`src/rtl/csi_packet_decoder.sv`:
```
// ---------------------------------------------------------------------------
// csi_packet_decoder
// Single-lane MIPI CSI-2 receive-side packet decoder. Parses the 4-byte packet
// header of every HS burst, checks its ECC, tracks Frame Start / Frame End,
// unpacks RAW10 long packets into 10-bit pixels and checks the payload CRC.
//
// Ports
//   clk           byte clock (only clock)
//   reset         synchronous, active-high reset
//   byte_data_en  high for the whole HS burst, one byte per cycle
//   byte_data     packet byte
//   frame_valid   high between an accepted Frame Start and Frame End
//   line_valid    high from the first pixel of a RAW10 line to one cycle
//                 after its last pixel
//   pixel_en      qualifies pixel_data
//   pixel_data    unpacked 10-bit pixel (holds when pixel_en is low)
//   frame_number  WC of the last accepted Frame Start
//   ecc_error     one-cycle pulse: header ECC mismatch
//   crc_error     one-cycle pulse: payload CRC mismatch
//   trunc_error   one-cycle pulse: burst ended inside header/payload/CRC
// ---------------------------------------------------------------------------
module csi_packet_decoder #(
    parameter logic [1:0] VC       = 2'd0,
    parameter logic [5:0] DT_RAW10 = 6'h2B
) (
    input  logic        clk,
    input  logic        reset,
    input  logic        byte_data_en,
    input  logic [7:0]  byte_data,
    output logic        frame_valid,
    output logic        line_valid,
    output logic        pixel_en,
    output logic [9:0]  pixel_data,
    output logic [15:0] frame_number,
    output logic        ecc_error,
    output logic        crc_error,
    output logic        trunc_error
);

    typedef enum logic [2:0] {
        ST_IDLE    = 3'd0,
        ST_HDR     = 3'd1,
        ST_PAYLOAD = 3'd2,
        ST_CRC     = 3'd3,
        ST_SKIP    = 3'd4
    } state_e;

    // 6-bit header Hamming code; bit k is the parity of the header bits in mask k.
    function automatic logic [5:0] hdr_ecc(input logic [23:0] d);
        logic [5:0] p;
        p[0] = ^(d & 24'hF12CB7);
        p[1] = ^(d & 24'hF2555B);
        p[2] = ^(d & 24'h749A6D);
        p[3] = ^(d & 24'hB8E38E);
        p[4] = ^(d & 24'hDF03F0);
        p[5] = ^(d & 24'hEFFC00);
        return p;
    endfunction

    // Reflected CRC-16 (0x8408) advanced by one byte.
    function automatic logic [15:0] crc16_byte(input logic [15:0] crc, input logic [7:0] b);
        logic [15:0] c;
        c = crc ^ {8'h00, b};
        for (int i = 0; i < 8; i++) begin
            c = c[0] ? ((c >> 1) ^ 16'h8408) : (c >> 1);
        end
        return c;
    endfunction

    state_e      state_q, state_d;
    logic [1:0]  hdr_cnt_q, hdr_cnt_d;
    logic [7:0]  di_q, di_d;
    logic [15:0] wc_q, wc_d;
    logic [15:0] cnt_q, cnt_d;
    logic [15:0] crc_q, crc_d;
    logic [7:0]  crc_lo_q, crc_lo_d;
    logic        crc_byte_q, crc_byte_d;
    logic [2:0]  grp_idx_q, grp_idx_d;
    logic [31:0] grp_q, grp_d;
    logic [29:0] hold_q, hold_d;
    logic [1:0]  hold_cnt_q, hold_cnt_d;
    logic        frame_valid_q, frame_valid_d;
    logic        line_valid_q, line_valid_d;
    logic        pixel_en_q, pixel_en_d;
    logic [9:0]  pixel_data_q, pixel_data_d;
    logic [15:0] frame_number_q, frame_number_d;
    logic        ecc_error_q, ecc_error_d;
    logic        crc_error_q, crc_error_d;
    logic        trunc_error_q, trunc_error_d;

    logic        ecc_ok_s;
    logic        grp_load_s;

    // The current byte is the ECC byte when this is evaluated in HDR with hdr_cnt_q == 2.
    assign ecc_ok_s   = (byte_data == {2'b00, hdr_ecc({wc_q, di_q})});
    // The fifth byte of a group (B4) completes four pixels.
    assign grp_load_s = (state_q == ST_PAYLOAD) && byte_data_en && (grp_idx_q == 3'd4);

    // Packet FSM: header parse, payload count, CRC compare, frame tracking.
    always_comb begin
        state_d        = state_q;
        hdr_cnt_d      = hdr_cnt_q;
        di_d           = di_q;
        wc_d           = wc_q;
        cnt_d          = cnt_q;
        crc_d          = crc_q;
        crc_lo_d       = crc_lo_q;
        crc_byte_d     = crc_byte_q;
        grp_idx_d      = grp_idx_q;
        grp_d          = grp_q;
        frame_valid_d  = frame_valid_q;
        frame_number_d = frame_number_q;
        ecc_error_d    = 1'b0;
        crc_error_d    = 1'b0;
        trunc_error_d  = 1'b0;
        case (state_q)
            ST_IDLE: begin
                if (byte_data_en) begin
                    di_d      = byte_data;
                    hdr_cnt_d = 2'd0;
                    state_d   = ST_HDR;
                end else begin
                    state_d = ST_IDLE;
                end
            end
            ST_HDR: begin
                if (!byte_data_en) begin
                    trunc_error_d = 1'b1;
                    state_d       = ST_IDLE;
                end else if (hdr_cnt_q == 2'd0) begin
                    wc_d[7:0] = byte_data;
                    hdr_cnt_d = 2'd1;
                end else if (hdr_cnt_q == 2'd1) begin
                    wc_d[15:8] = byte_data;
                    hdr_cnt_d  = 2'd2;
                end else begin
                    state_d = ST_SKIP;
                    if (!ecc_ok_s) begin
                        ecc_error_d = 1'b1;
                    end else if (di_q[7:6] != VC) begin
                        state_d = ST_SKIP;
                    end else if (di_q[5:0] == 6'h00) begin
                        frame_valid_d  = 1'b1;
                        frame_number_d = wc_q;
                    end else if (di_q[5:0] == 6'h01) begin
                        frame_valid_d = 1'b0;
                    end else if (di_q[5:0] == DT_RAW10) begin
                        crc_d      = 16'hFFFF;
                        cnt_d      = wc_q;
                        grp_idx_d  = 3'd0;
                        crc_byte_d = 1'b0;
                        state_d    = (wc_q == 16'd0) ? ST_CRC : ST_PAYLOAD;
                    end else begin
                        state_d = ST_SKIP;
                    end
                end
            end
            ST_PAYLOAD: begin
                if (!byte_data_en) begin
                    trunc_error_d = 1'b1;
                    state_d       = ST_IDLE;
                end else begin
                    crc_d = crc16_byte(crc_q, byte_data);
                    cnt_d = cnt_q - 16'd1;
                    if (grp_idx_q == 3'd4) begin
                        grp_idx_d = 3'd0;
                    end else begin
                        grp_d[{grp_idx_q[1:0], 3'b000} +: 8] = byte_data;
                        grp_idx_d = grp_idx_q + 3'd1;
                    end
                    if (cnt_q == 16'd1) begin
                        crc_byte_d = 1'b0;
                        state_d    = ST_CRC;
                    end else begin
                        state_d = ST_PAYLOAD;
                    end
                end
            end
            ST_CRC: begin
                if (!byte_data_en) begin
                    trunc_error_d = 1'b1;
                    state_d       = ST_IDLE;
                end else if (!crc_byte_q) begin
                    crc_lo_d   = byte_data;
                    crc_byte_d = 1'b1;
                end else begin
                    crc_error_d = ({byte_data, crc_lo_q} != crc_q);
                    state_d     = ST_SKIP;
                end
            end
            ST_SKIP: begin
                if (!byte_data_en) begin
                    state_d = ST_IDLE;
                end else begin
                    state_d = ST_SKIP;
                end
            end
            default: begin
                state_d = ST_IDLE;
            end
        endcase
    end

    // Pixel pipe: pixel 0 leaves directly on B4, pixels 1..3 drain from the holding register.
    always_comb begin
        pixel_en_d   = 1'b0;
        pixel_data_d = pixel_data_q;
        hold_d       = hold_q;
        hold_cnt_d   = hold_cnt_q;
        if (grp_load_s) begin
            pixel_en_d   = 1'b1;
            pixel_data_d = {grp_q[7:0], byte_data[1:0]};
            hold_d       = {grp_q[31:24], byte_data[7:6],
                            grp_q[23:16], byte_data[5:4],
                            grp_q[15:8],  byte_data[3:2]};
            hold_cnt_d   = 2'd3;
        end else if (hold_cnt_q != 2'd0) begin
            pixel_en_d   = 1'b1;
            pixel_data_d = hold_q[9:0];
            hold_d       = {10'd0, hold_q[29:10]};
            hold_cnt_d   = hold_cnt_q - 2'd1;
        end else begin
            pixel_en_d = 1'b0;
        end
        // Pixels of a line arrive as 4-on/1-off; covering the cycle after each
        // pixel bridges the gap and leaves line_valid high 5 cycles per group.
        line_valid_d = pixel_en_d | pixel_en_q;
    end

    // State and output registers with synchronous reset.
    always_ff @(posedge clk) begin
        if (reset) begin
            state_q        <= ST_IDLE;
            hdr_cnt_q      <= 2'd0;
            di_q           <= 8'd0;
            wc_q           <= 16'd0;
            cnt_q          <= 16'd0;
            crc_q          <= 16'hFFFF;
            crc_lo_q       <= 8'd0;
            crc_byte_q     <= 1'b0;
            grp_idx_q      <= 3'd0;
            grp_q          <= 32'd0;
            hold_q         <= 30'd0;
            hold_cnt_q     <= 2'd0;
            frame_valid_q  <= 1'b0;
            line_valid_q   <= 1'b0;
            pixel_en_q     <= 1'b0;
            pixel_data_q   <= 10'd0;
            frame_number_q <= 16'd0;
            ecc_error_q    <= 1'b0;
            crc_error_q    <= 1'b0;
            trunc_error_q  <= 1'b0;
        end else begin
            state_q        <= state_d;
            hdr_cnt_q      <= hdr_cnt_d;
            di_q           <= di_d;
            wc_q           <= wc_d;
            cnt_q          <= cnt_d;
            crc_q          <= crc_d;
            crc_lo_q       <= crc_lo_d;
            crc_byte_q     <= crc_byte_d;
            grp_idx_q      <= grp_idx_d;
            grp_q          <= grp_d;
            hold_q         <= hold_d;
            hold_cnt_q     <= hold_cnt_d;
            frame_valid_q  <= frame_valid_d;
            line_valid_q   <= line_valid_d;
            pixel_en_q     <= pixel_en_d;
            pixel_data_q   <= pixel_data_d;
            frame_number_q <= frame_number_d;
            ecc_error_q    <= ecc_error_d;
            crc_error_q    <= crc_error_d;
            trunc_error_q  <= trunc_error_d;
        end
    end

    assign frame_valid  = frame_valid_q;
    assign line_valid   = line_valid_q;
    assign pixel_en     = pixel_en_q;
    assign pixel_data   = pixel_data_q;
    assign frame_number = frame_number_q;
    assign ecc_error    = ecc_error_q;
    assign crc_error    = crc_error_q;
    assign trunc_error  = trunc_error_q;

endmodule
```
`config.mk`:
```
export PLATFORM = sky130hd
export DESIGN_NAME = csi_packet_decoder
export DESIGN_NICKNAME = d
export VERILOG_FILES = /design/src/rtl/csi_packet_decoder.sv
export SDC_FILE = /design/constraint.sdc
export NUM_CORES = 1
export LEC_CHECK = 0
export ABC_AREA = 1
export CAP_MARGIN = 20
export CELL_PAD_IN_SITES_DETAIL_PLACEMENT = 0
export CELL_PAD_IN_SITES_GLOBAL_PLACEMENT = 2
export CORE_UTILIZATION = 37
export CTS_CLUSTER_SIZE = 10
export DETAILED_ROUTE_END_ITERATION = 10
export GPL_ROUTABILITY_DRIVEN = 0
export PLACE_DENSITY = 0.84
export SETUP_SLACK_MARGIN = 0.4
export SYNTH_ARGS = -nofsm -noshare
export SYNTH_HDL_FRONTEND = slang
export SYNTH_SLANG_ARGS = --single-unit
```
`constraint.sdc`:
```
create_clock -name clk -period 5.15 [get_ports clk]
set_clock_uncertainty 0.05 [all_clocks]
set_input_delay 1.03 -clock clk [delete_from_list [all_inputs] [get_ports clk]]
set_output_delay 1.03 -clock clk [all_outputs]
set_load 0.02 [all_outputs]
```
---- After elaboration in Yosys (flattened, before gate mapping) ----
Index checks and enable logic that the tools add are counted.
word-level totals
  register bits after elaboration ......... 169
  word-level logic and storage cells ...... 192
operators by class
  add/subtract/negate cells ............... 4
  equality and inequality tests ........... 27
  shift-type cells ........................ 2
  mux-type cells .......................... 85
  bitwise operators ....................... 19
  reductions and logical operators ........ 34
operator list
  cell                                                   number
  two-way mux 16 bit                                     26
  parity 24 bit                                          6
  case mux 16 bit (2 select lines)                       2
  two-way mux 3 bit                                      21
  two-way mux 30 bit                                     2
  bitwise mux 32 bit                                     1
  variable shift 8 x 7 -> 32 bit (first input constant)  1
  indexed part select 8 x 7 -> 32 bit                    1
  inverter 2 -> 3 bit                                    8
  != test 2 bit (second input constant)                  11
  two-way mux 1 bit                                      20
  two-way mux 10 bit                                     2
  == test 16 x 1 -> 1 bit (second input constant)        1
  logical NOT 16 bit                                     1
  != test 16 bit                                         1
  subtractor 16 x 1 -> 16 bit (second input constant)    1
  bitwise XOR 16 x 8 -> 16 bit                           1
  case mux 3 bit (5 select lines)                        1
  two-way mux 2 bit                                      7
  AND reduction 7 bit                                    2
  != test 3 bit (second input constant)                  4
  AND reduction 12 bit                                   1
  AND reduction 3 bit                                    4
  nonzero test 2 bit                                     6
  other kinds (28)                                       40

---- Longest topological paths before layout ----
  word-level depth ........................ 19
  gate-level depth with buffers ........... 20
  depth with buffers taken out ............ 19

---- Worst setup path after synthesis ----
OpenSTA, ideal clock, no wires.
  path type ............................... in2reg
  start ................................... input port byte_data[4]
  end ..................................... register crc_q[10]
  arrival time ............................ 2.401 ns
  path slack .............................. 2.565 ns
  stages on the path ...................... 14
  path buffers ............................ 2
  path through ............................ buf_2 inv_1 nand3_1 nand2_1 nand3_1 nand2_1 nand2_1 nand2_1 nand3_2 o21ai_4 nand2_2 clkbuf_1 nand2_1 nand3_1
between the ends
  word-level cells in the longest chain between the ends .. 3
RTL lines
  what                                   RTL line  source
  start, declared                        29        input logic [7:0] byte_data,
  == test 8 x 6 -> 1 bit                 95        assign ecc_ok_s = (byte_data == {2'b00, hdr_ecc({wc_q, di_q})});
  != test 2 bit (no source line)         -
  AND reduction 10 bit (no source line)  -
  end signal, assigned                   259       crc_q <= crc_d;
  end, declared                          75        logic [15:0] crc_q, crc_d;
Every way passes these cells.
A chain may end at the register's enable or synchronous reset.

---- Final worst setup path ----
  start ................................... input port byte_data_en
  end ..................................... register pixel_data_q[0] (netlist: pixel_data[0])
between the ends
  word-level cells in the longest chain between the ends .. 3
  elaborated cells on any way between the ends .. 4
  classes of those cells .................. mux (1); reduce/logical (3)
RTL lines
  what                                                      RTL line  source
  start, declared                                           28        input logic byte_data_en,
  logical AND 1 bit * (2 in a row)                          97        assign grp_load_s = (state_q == ST_PAYLOAD) && byte_data_en && (grp_idx_q == 3'd4);
  two-way mux 10 bit or nonzero test 2 bit (tied branches)  -
  end signal, assigned                                      269       pixel_data_q <= pixel_data_d;
  end, declared                                             85        logic [9:0] pixel_data_q, pixel_data_d;
Every way passes the cells marked *; elsewhere a longest branch is shown, timed or not.

==> results.json <==
{
  "dpl.hpwl_um": 18300,
  "seq_area_frac_synth": 0.385,
  "cp_max_fo": 33,
  "synth_area_mm2": 0.00878,
  "cp_cell_sequence": "clkdlybuf4s50_1, inv_1, nor2_1, inv_1, nor2_2, inv_1, nand3_1, o21ai_0, a21oi_1, nor2_1",
  "leakage_uw": 0.00402,
  "clock_path_buffers": 2,
  "crit_buf_inv": 4,
  "dieArea_mm2": 0.0244,
  "die_h_um": 156,
  "start_kind": "input pin",
  "arrival_ps": 3860,
  "syn2layout_area_growth_pct": 13.9,
  "ctsResizeCount": 0,
  "ir_drop_mv": 0.218,
  "slowest_stage": "inv_1",
  "drv_slew": 0,
  "antenna_cells": 0,
  "report.final.hold_viol_count": 0,
  "antenna_left": 0,
  "cts_buffers": 17,
  "synth.distinct_cells": 35,
  "power_uw": 3410,
  "ys_seq_elements": 169,
  "tns_ps": 0,
  "chipWidth_um": 156,
  "grt_pass1_vias": 7484,
  "portBuffers": 42,
  "vias_per_cell": 4.97,
  "setup_viol": 0,
  "synth_nets": 1338,
  "dr.pass1.iters": 5,
  "antenna_found_initial": 0,
  "yosysWarnings": 0,
  "drive_gt1_frac": 0.0493,
  "syn_inst": 1302,
  "start_util": 0.375,
  "hold_buffers": 0,
  "maxCapViolations": 0,
  "cp_top_family": "buffers and inverters",
  "grt_pass1_wl_um": 42700,
  "max_stage_delay_ps": 650,
  "drt_iter0_markers": 666,
  "cts_htree_levels": 4,
  "end_kind": "flop",
  "grt_max_degree": 81,
  "clockRootBuffer": "clkbuf_16",
  "cts.clk_slew.worst_paths_ps": 80,
  "coreArea_mm2": 0.0234,
  "tightest_slew_ps": 1040,
  "finalCritPeriodShare": 0.700,
  "drc": 0,
  "p_per_area_mw_per_mm2": 341,
  "rsz0062_at_grt": "false",
  "cts_num_sinks": 169,
  "clock_latency_ps": 440,
  "post-route-min-period_ps": 3600,
  "relSlewSlack": 0.305,
  "hold_class": "reg -> reg",
  "worstSetupPathType": "in -> reg",
  "postCtsSetupRepairBufs": 0,
  "core.rowCount": 56,
  "routedWlPerCell_um": 16.3,
  "cp_common_cell": "inv_1",
  "nets": 1342,
  "wl_um": 26800,
  "io_pins": 43,
  "cp.required_ps": 5400,
  "grt_use_total": 0.230,
  "fmax_mhz": 277,
  "status": "completed",
  "grt.overflow.total": 0,
  "cts_tree": "yes",
  "synth.avg_cell_area_um2": 6.74,
  "vias": 8147
}
-- cell usage after synthesis --
cell       number  share of area
a21oi_1       120          0.068
a22oi_1         1        0.00086
a31oi_1        30          0.021
buf_1           2        0.00086
buf_2          18          0.010
buf_4           3         0.0026
clkbuf_1       50          0.021
clkinv_1        2        0.00086
dfxtp_1       169           0.39
ha_1           25          0.036
inv_1         111          0.047
inv_2           3         0.0013
nand2_1       350           0.15
nand2_2         2         0.0014
nand2b_1        2         0.0014
nand3_1       148          0.084
nand3_2         1         0.0011
nand3b_1        1        0.00086
nand4_1         9         0.0064
nor2_1        105          0.045
nor2_4          1         0.0013
nor3_1         14         0.0080
nor3_2          1         0.0011
nor4_1          5         0.0036
o2111ai_1       1         0.0010
o211ai_1        5         0.0043
o21ai_0        57          0.032
o21ai_4         1         0.0019
o21bai_1        1        0.00086
o22ai_1         2         0.0014
or2_1           2         0.0014
or2_2           3         0.0021
or3_1           9         0.0064
xnor2_1        35          0.035
xor2_1         13          0.013
-- routing by layer --
metal,share of wire,vias up,global-route usage
met5,0,-,0
met4,0.012,0,0.0621
met3,0.031,17,0.0297
met2,0.44,133,0.351
met1,0.52,3746,0.336
li1,-,4251,-
-- cells by family (layout without fill, tap and decap cells) --
kind of cell | Yosys count | in the layout | share of synthesized area
AO/OA/AOI/OAI | 218 | 218 | 0.133
flip-flops | 169 | 169 | 0.385
buffers and inverters | 189 | 206 | 0.0846
XOR/XNOR | 48 | 48 | 0.0479
AND/OR/NAND/NOR | 653 | 653 | 0.314
adder cells (fa/ha/maj) | 25 | 25 | 0.0356
-- stage by stage --
step / area, um^2 / cells / utilization / hold slack (ps) / setup slack (ps)
after floorplan: 8780 / 1302 / - / 379 / 2570
after detailed placement: 9420 / 1606 / 0.402 / 404 / 1100
after global placement: 9420 / 1606 / 0.402 / 399 / 1060
after CTS: 10000 / 1638 / 0.428 / 414 / 1570
final: 10000 / 1638 / 0.428 / 412 / 1550
after global routing: 10000 / 1638 / 0.428 / 438 / 1270
-- power by group --
part / switching, uW / leakage, uW / internal (uW) / total [uW]
sequential: 46.2 / 0.00137 / 1350 / 1400
combinational: 502 / 0.00237 / 215 / 717
clock: 635 / 0.000284 / 661 / 1300
-- placed cells by master, fill, tap and decap left out, drive strengths merged, types with 9 or more instances in the layout --
cell type      synthesis  layout
nand4                  9       9
a21oi                120     120
a31oi                 30      30
o21ai                 58      58
nand2                352     352
ha                    25      25
or3                    9       9
nor2                 106     106
xnor2                 35      35
xor2                  13      13
clkbuf                50      18
nor3                  15      15
nand3                149     149
buf                   23      17
inv                  114     122
clkdlybuf4s50          0      41
dfxtp                169     169
-- worst min-delay path, delay by kind of cell, from the launching register on --
kind	cells	cell delay, ps
simple gates	1	60
compound gates	1	50
flops	1	310
-- worst paths after layout --
path | start | endpoint | slack, ps | cells past startpoint
max reg2reg | grp_idx_q[0] | pixel_data[0] | 1820 | 9
min | grp_q[20] | grp_q[20] | 410 | 2
min reg2reg | grp_q[20] | grp_q[20] | 410 | 2
max | byte_data_en | pixel_data[0] | 1550 | 10
-- area by class of cell --
class / instances / area (um^2)
well taps: 319 / 399
inverters: 116 / 435
multi-input cells: 944 / 4660
clock buffers: 18 / 439
repair buffers: 58 / 536
fillers: 2553 / 13400
flip-flops and latches: 169 / 3380
clock inverters: 14 / 149
-- sequential cells by signal (all words and copies together) (netlist names), 2 cells and up --
name	count
cnt_q	16
di_q	8
hold_cnt_q	2
state_q	3
hold_q	30
crc_lo_q	8
hdr_cnt_q	2
grp_q	32
pixel_data	10
grp_idx_q	3
frame_number	16
wc_q	16
crc_q	16
Note: power is estimated with default switching activity, not from simulation.
==> variant 1: new RTL, same settings <==
Remove the register `crc_error_q`: a continuous assignment takes its place, so the output `crc_error` follows one clock earlier.
--- a/src/rtl/csi_packet_decoder.sv
+++ b/src/rtl/csi_packet_decoder.sv
@@ -248,7 +248,6 @@
             pixel_data_q   <= 10'd0;
             frame_number_q <= 16'd0;
             ecc_error_q    <= 1'b0;
-            crc_error_q    <= 1'b0;
             trunc_error_q  <= 1'b0;
         end else begin
             state_q        <= state_d;
@@ -269,10 +268,11 @@
             pixel_data_q   <= pixel_data_d;
             frame_number_q <= frame_number_d;
             ecc_error_q    <= ecc_error_d;
-            crc_error_q    <= crc_error_d;
             trunc_error_q  <= trunc_error_d;
         end
     end
+
+    assign crc_error_q = crc_error_d;
 
     assign frame_valid  = frame_valid_q;
     assign line_valid   = line_valid_q;
Behaviour: no difference found for any inputs over 4 cycles, from zero or initial values and one cycle with reset high; that may be too few to reach the edited logic, so the function may still have changed.
==> variant 1 against the unedited design <==
  * Wire length up 2.2%
  * Sequential cell count is 1 lower
  * Cell count grew 1.0%
  * Sequential share of layout area shrank 1.0 points
  * Synthesized area increased by 1.6%
  * Setup slack worse by 0.84 ns
  * Power up 16%
  * Sequential power grew 4%
  * Design area is 2.4% higher
  * Critical path type is now in -> out
==> variant 1: results (changes against the unedited design) <==
final_layout:
  drive_gt1_frac: 0.05838  # +0.009103
  antenna_cells: 0  # unchanged
  final_nets: 1360  # +1.3%
  final_util: 0.4354  # +0.007818
  reg.largest.list: "grp_q x32, hold_q x30"
  fillers: 2482  # -2.8%
clock_network:
  clock_tree.buffer_depth: 2  # unchanged
  clk_pin_slew_ns: 0.07
  cts-root-buf: "clkbuf_16"
  cts_resized: 0  # unchanged
  cts_max_level: 4  # unchanged
placed_design:
  placed_area_um2: 9569  # +1.6%
  dp_hpwl_um: 18920  # +3.3%
  portBuffers: 42  # unchanged
  place_inst: 1624  # +1.1%
grt:
  grt_pass1_vias: 7485  # +0.013%
  antenna_found_initial: 0  # unchanged
  grt_pass1_wl_um: 43180  # +1.1%
  grt_start_max_net_pins: 91  # +12%
  track_usage: 0.2311  # +0.001355
detailed_routing:
  wirelength_um: 27380  # +2.2%
  wl_per_cell_um: 16.54  # +1.2%
  viasPerCell: 5.051  # +1.6%
  drt_iter0_markers: 676  # +1.5%
power_and_ir_drop:
  peakVddDrop_uv: 215.6  # -1.1%
  leakagePower_uw: 0.004221  # +5.0%
synthesis:
  synthTopCellsByArea: "dfxtp_1, nand2_1, nand3_1, nor2_1, a21oi_1"
  synth.top_cells.by_count: "nand2_1, dfxtp_1, nor2_1"
  synth_cell_types: 40  # +14%
  yosys_warnings: 0  # unchanged
  synthCells: 1313  # +0.84%
  seq_area_frac_synth: 0.3768  # -0.008455
  ys.flop_type: "dfxtp_1"
outcome:
  status: "finished clean"
critical_path:
  cpPeakStageDelay_ns: 0.62  # -0.03 ns
  cp_data_arrival_time_ns: 3.37  # -0.49 ns
  r2r_slack_ns: 1.84  # +0.02 ns
  cp_slowest_cell: "clkdlybuf4s50_1"
  worstPathMaxFanout: 9  # -73%
timing:
  tightest_slew_ns: 1.015  # -0.02102 ns
  hold_violations: 0  # unchanged
  holdWs_ns: 0.4096  # -0.002865 ns
min_path:
  hold_path_class: "reg -> reg"
job:
  max_cap_violations: 0  # unchanged
[variant 1: changes by cell type after synthesis, sizes merged, moves of 2 or more]
| cell | delta |
|---|---|
| nor4 | +3 |
| nand3 | -28 |
| a21oi | -31 |
| buf | -2 |
| nand2 | +26 |
| xor2 | +10 |
| o21ai | -9 |
| a211oi | +9 |
| nor2 | +34 |
| o22ai | -2 |
| nand3b | +6 |
| clkbuf | -4 |
[variant 1: per-layer routing]
layer  share of wire  vias to the layer above  global-route usage
li1                -                     4255                   -
met1            0.53                     3913              0.3606
met2            0.40                      168              0.3167
met3           0.054                       24             0.04598
met4           0.011                        0             0.05409
met5               0                        -                   0
[variant 1: stage by stage]
| step | power [µW] | setup WS (ns) |
|---|---|---|
| 2_1_floorplan | 2211 | 2.030 |
| 4_1_cts | 3993 | 0.7815 |
| 6_report | 3968 | 0.7049 |
| 3_5_place_dp | 2474 | 0.8009 |
| 3_3_place_gp | 2476 | 0.7915 |
| 5_1_grt | 4197 | 0.7202 |
[variant 1: power by group]
part	switching (µW)	internal, µW
Combinational	681	316
Clock	594	924
Sequential	85.1	1370
[variant 1: worst min-delay path: cells and delay by family (launching register included)]
kind / cells / cell delay [ns]
compound gates: 1 / 0.05
simple gates: 1 / 0.05
flops: 1 / 0.32
[variant 1: logic make-up (layout without fill, tap and decap cells)]
family                     after synthesis  count (layout)  share of synthesized area
DFF                                    168             168                     0.3768
AOI/OAI and AO/OA                      182             182                     0.1117
adders and majority gates               25              25                    0.03505
and+or+nand+nor                        695             695                     0.3339
xor gates and xnor gates                59              59                    0.05790
muxes                                    1               1                   0.001122
buffers and inverters                  183             206                    0.08341
[variant 1: final timing paths]
path | from | to | depth (start not counted)
worst min-delay path | pixel_en | line_valid | 2
worst min register to register | pixel_en | line_valid | 2
worst max-delay path | byte_data[4] | crc_error | 6
worst max register to register | wc_q[13] | frame_number[5] | 14
[variant 1: final cells by class]
cell class                 count  share of cell area
inverter                     116             0.04309
clock buffer                  17             0.04150
tap                          319             0.03894
multi-input combinational    962              0.4705
clock inverter                14             0.02490
sequential                   168              0.3281
timing repair buffer          59             0.05298
==> variant 2: new RTL, same flow settings <==
Without the edit above. Change the parameter `DT_RAW10` from 6'h2B to 6'h20.
--- a/src/rtl/csi_packet_decoder.sv
+++ b/src/rtl/csi_packet_decoder.sv
@@ -21,7 +21,7 @@
 // ---------------------------------------------------------------------------
 module csi_packet_decoder #(
     parameter logic [1:0] VC       = 2'd0,
-    parameter logic [5:0] DT_RAW10 = 6'h2B
+    parameter logic [5:0] DT_RAW10 = 6'h20
 ) (
     input  logic        clk,
     input  logic        reset,
Behaviour: no difference found for any inputs over 4 cycles, from zero or initial values and one cycle with reset high; that may be too few to reach the edited logic, so the function may still have changed.
==> variant 2 against the unedited design <==
  * Synthesized cell count increased by 1.6%
  * Count of clock-buffer cells in the layout fell by 1
  * Via count grew 1.9%
  * Core utilization up 0.39 points
  * Critical path depth rose by 8
  * Synthesized area up 2.2%
  * Wire length rose by 0.10%
  * Design area grew 1.8%
  * Register-to-register slack improved by 0.36 ns
  * Power rose by 16%
  * Combinational power rose by 59%
  * Setup slack improved by 0.33 ns
  * Sequential cell count unchanged
==> variant 2: results (changes against the unedited design) <==
outcome:
  status: "finished clean"
final_layout:
  multi_input_cells: 956  # +1.3%
  n_clock_buffer: 17  # -1
  inverters: 128  # +10%
  reg.largest.list: "grp_q x32, hold_q x30"
  multi_input_area_share: 0.4686  # +0.002448
  antenna_cells: 0  # unchanged
  final_cell_count_no_fill: 1660  # +1.3%
  drive_gt1_frac: 0.06339  # +0.01411
  fillers: 2499  # -2.1%
  non_clock_buffer_area_share: 0.05109  # -0.002433
  clock_area_frac: 0.06189  # +0.003121
  largest_reg_flops: 32  # unchanged
  buffers: 56  # -3.4%
  final_nets: 1362  # +1.5%
  seq_area_um2: 3383  # unchanged
detailed_routing:
  wirelength_um: 26810  # +0.10%
  drc_errors: 0  # unchanged
  vias: 8298  # +1.9%
  drtPass1Iterations: 5  # unchanged
  drt_iter0_markers: 593  # -11%
placed_design:
  place_inst: 1628  # +1.4%
  dp_hpwl_um: 18790  # +2.6%
synthesis:
  yosys_warnings: 0  # unchanged
  synth_fp_nets: 1357  # +1.4%
  synth_cell_types: 38  # +8.6%
  synthArstFlopShare: 0  # unchanged
  synthCells: 1323  # +1.6%
  ys.flop_type: "dfxtp_1"
  synth.top_cells.by_count: "nand2_1, dfxtp_1, nand3_1"
  synthTopCellsByArea: "dfxtp_1, nand2_1, nand3_1, a21oi_1, inv_1"
  seq_area_frac_synth: 0.3772  # -0.008115
timing:
  slew_headroom: 0.3059  # +0.001007
min_path:
  hold_path_class: "reg -> reg"
critical_path:
  cp_top_family: "buffers and inverters"
  worstPathMaxFanout: 46  # +39%
  cp_slowest_cell: "clkdlybuf4s50_1"
  cpPeakStageDelay_ns: 0.77  # +0.12 ns
clock_network:
  postCtsSetupRepairBufs: 0  # unchanged
  cts-root-buf: "clkbuf_16"
  clock_sinks: 169  # unchanged
  clkLatencyLatePin_ns: 0.44  # about the same
  cts_resized: 0  # unchanged
  clock_tree.buffer_depth: 2  # unchanged
  cts_max_level: 4  # unchanged
grt:
  grt_pass1_vias: 7463  # -0.28%
  track_usage: 0.2252  # -0.004606
  antenna_found_initial: 0  # unchanged
  grt_pass1_wl_um: 42590  # -0.24%
  grt_start_max_net_pins: 84  # +3.7%
power_and_ir_drop:
  peakVddDrop_uv: 187.5  # -14%
  leakagePower_uw: 0.004085  # +1.7%
[variant 2: changes by cell type in the layout (fill, tap and decap cells not counted), moves of 6 or more]
cell	change
nand2_1	+19
nand3_1	-23
nor2_1	-11
nand3b_1	+6
a21oi_2	+10
nand4_1	+7
inv_1	+6
[variant 2: kinds of logic (layout without fill, tap and decap cells)]
logic type | Yosys count | after routing | share of synthesized area
compound gates | 229 | 229 | 0.1377
xor+xnor | 48 | 48 | 0.04687
fa+ha+maj | 23 | 23 | 0.03208
buf+inv | 198 | 216 | 0.09109
flops | 169 | 169 | 0.3772
simple gates | 656 | 656 | 0.3151
[variant 2: layer usage]
layer	GRT usage	vias up	wire (µm)
li1	-	4318	-
met1	0.3486	3822	14320
met2	0.3231	146	11290
met3	0.02902	12	996
met4	0.05409	0	208
met5	0	-	0
[variant 2: path summary, 6_finish.rpt]
path / slack [ns] / from / depth (start not counted) / endpoint
worst min register to register: 0.41 / hold_cnt_q[0] / 2 / hold_cnt_q[0]
worst max register to register: 2.18 / wc_q[12] / 20 / crc_byte_q
worst max-delay path: 1.88 / byte_data[0] / 18 / crc_byte_q
worst min-delay path: 0.41 / hold_cnt_q[0] / 2 / hold_cnt_q[0]
[variant 2: per-stage QoR]
step | setup WS [ns] | util | power [µW] | area [µm²]
detailed placement | 1.448 | 0.4048 | 2642 | 9558
finish | 1.876 | 0.4315 | 3965 | 10190
global route | 1.664 | 0.4315 | 4224 | 10190
global placement | 1.522 | 0.4048 | 2647 | 9558
floorplan | 2.540 | - | 2354 | 8970
CTS | 1.909 | 0.4315 | 3995 | 10190
[variant 2: where the power goes]
| group | total [µW] | internal (µW) | switching [µW] |
|---|---|---|---|
| registers | 1480 | 1390 | 88.1 |
| logic | 1140 | 361 | 776 |
| clock network | 1350 | 706 | 643 |
| total | 3960 | 2460 | 1510 |
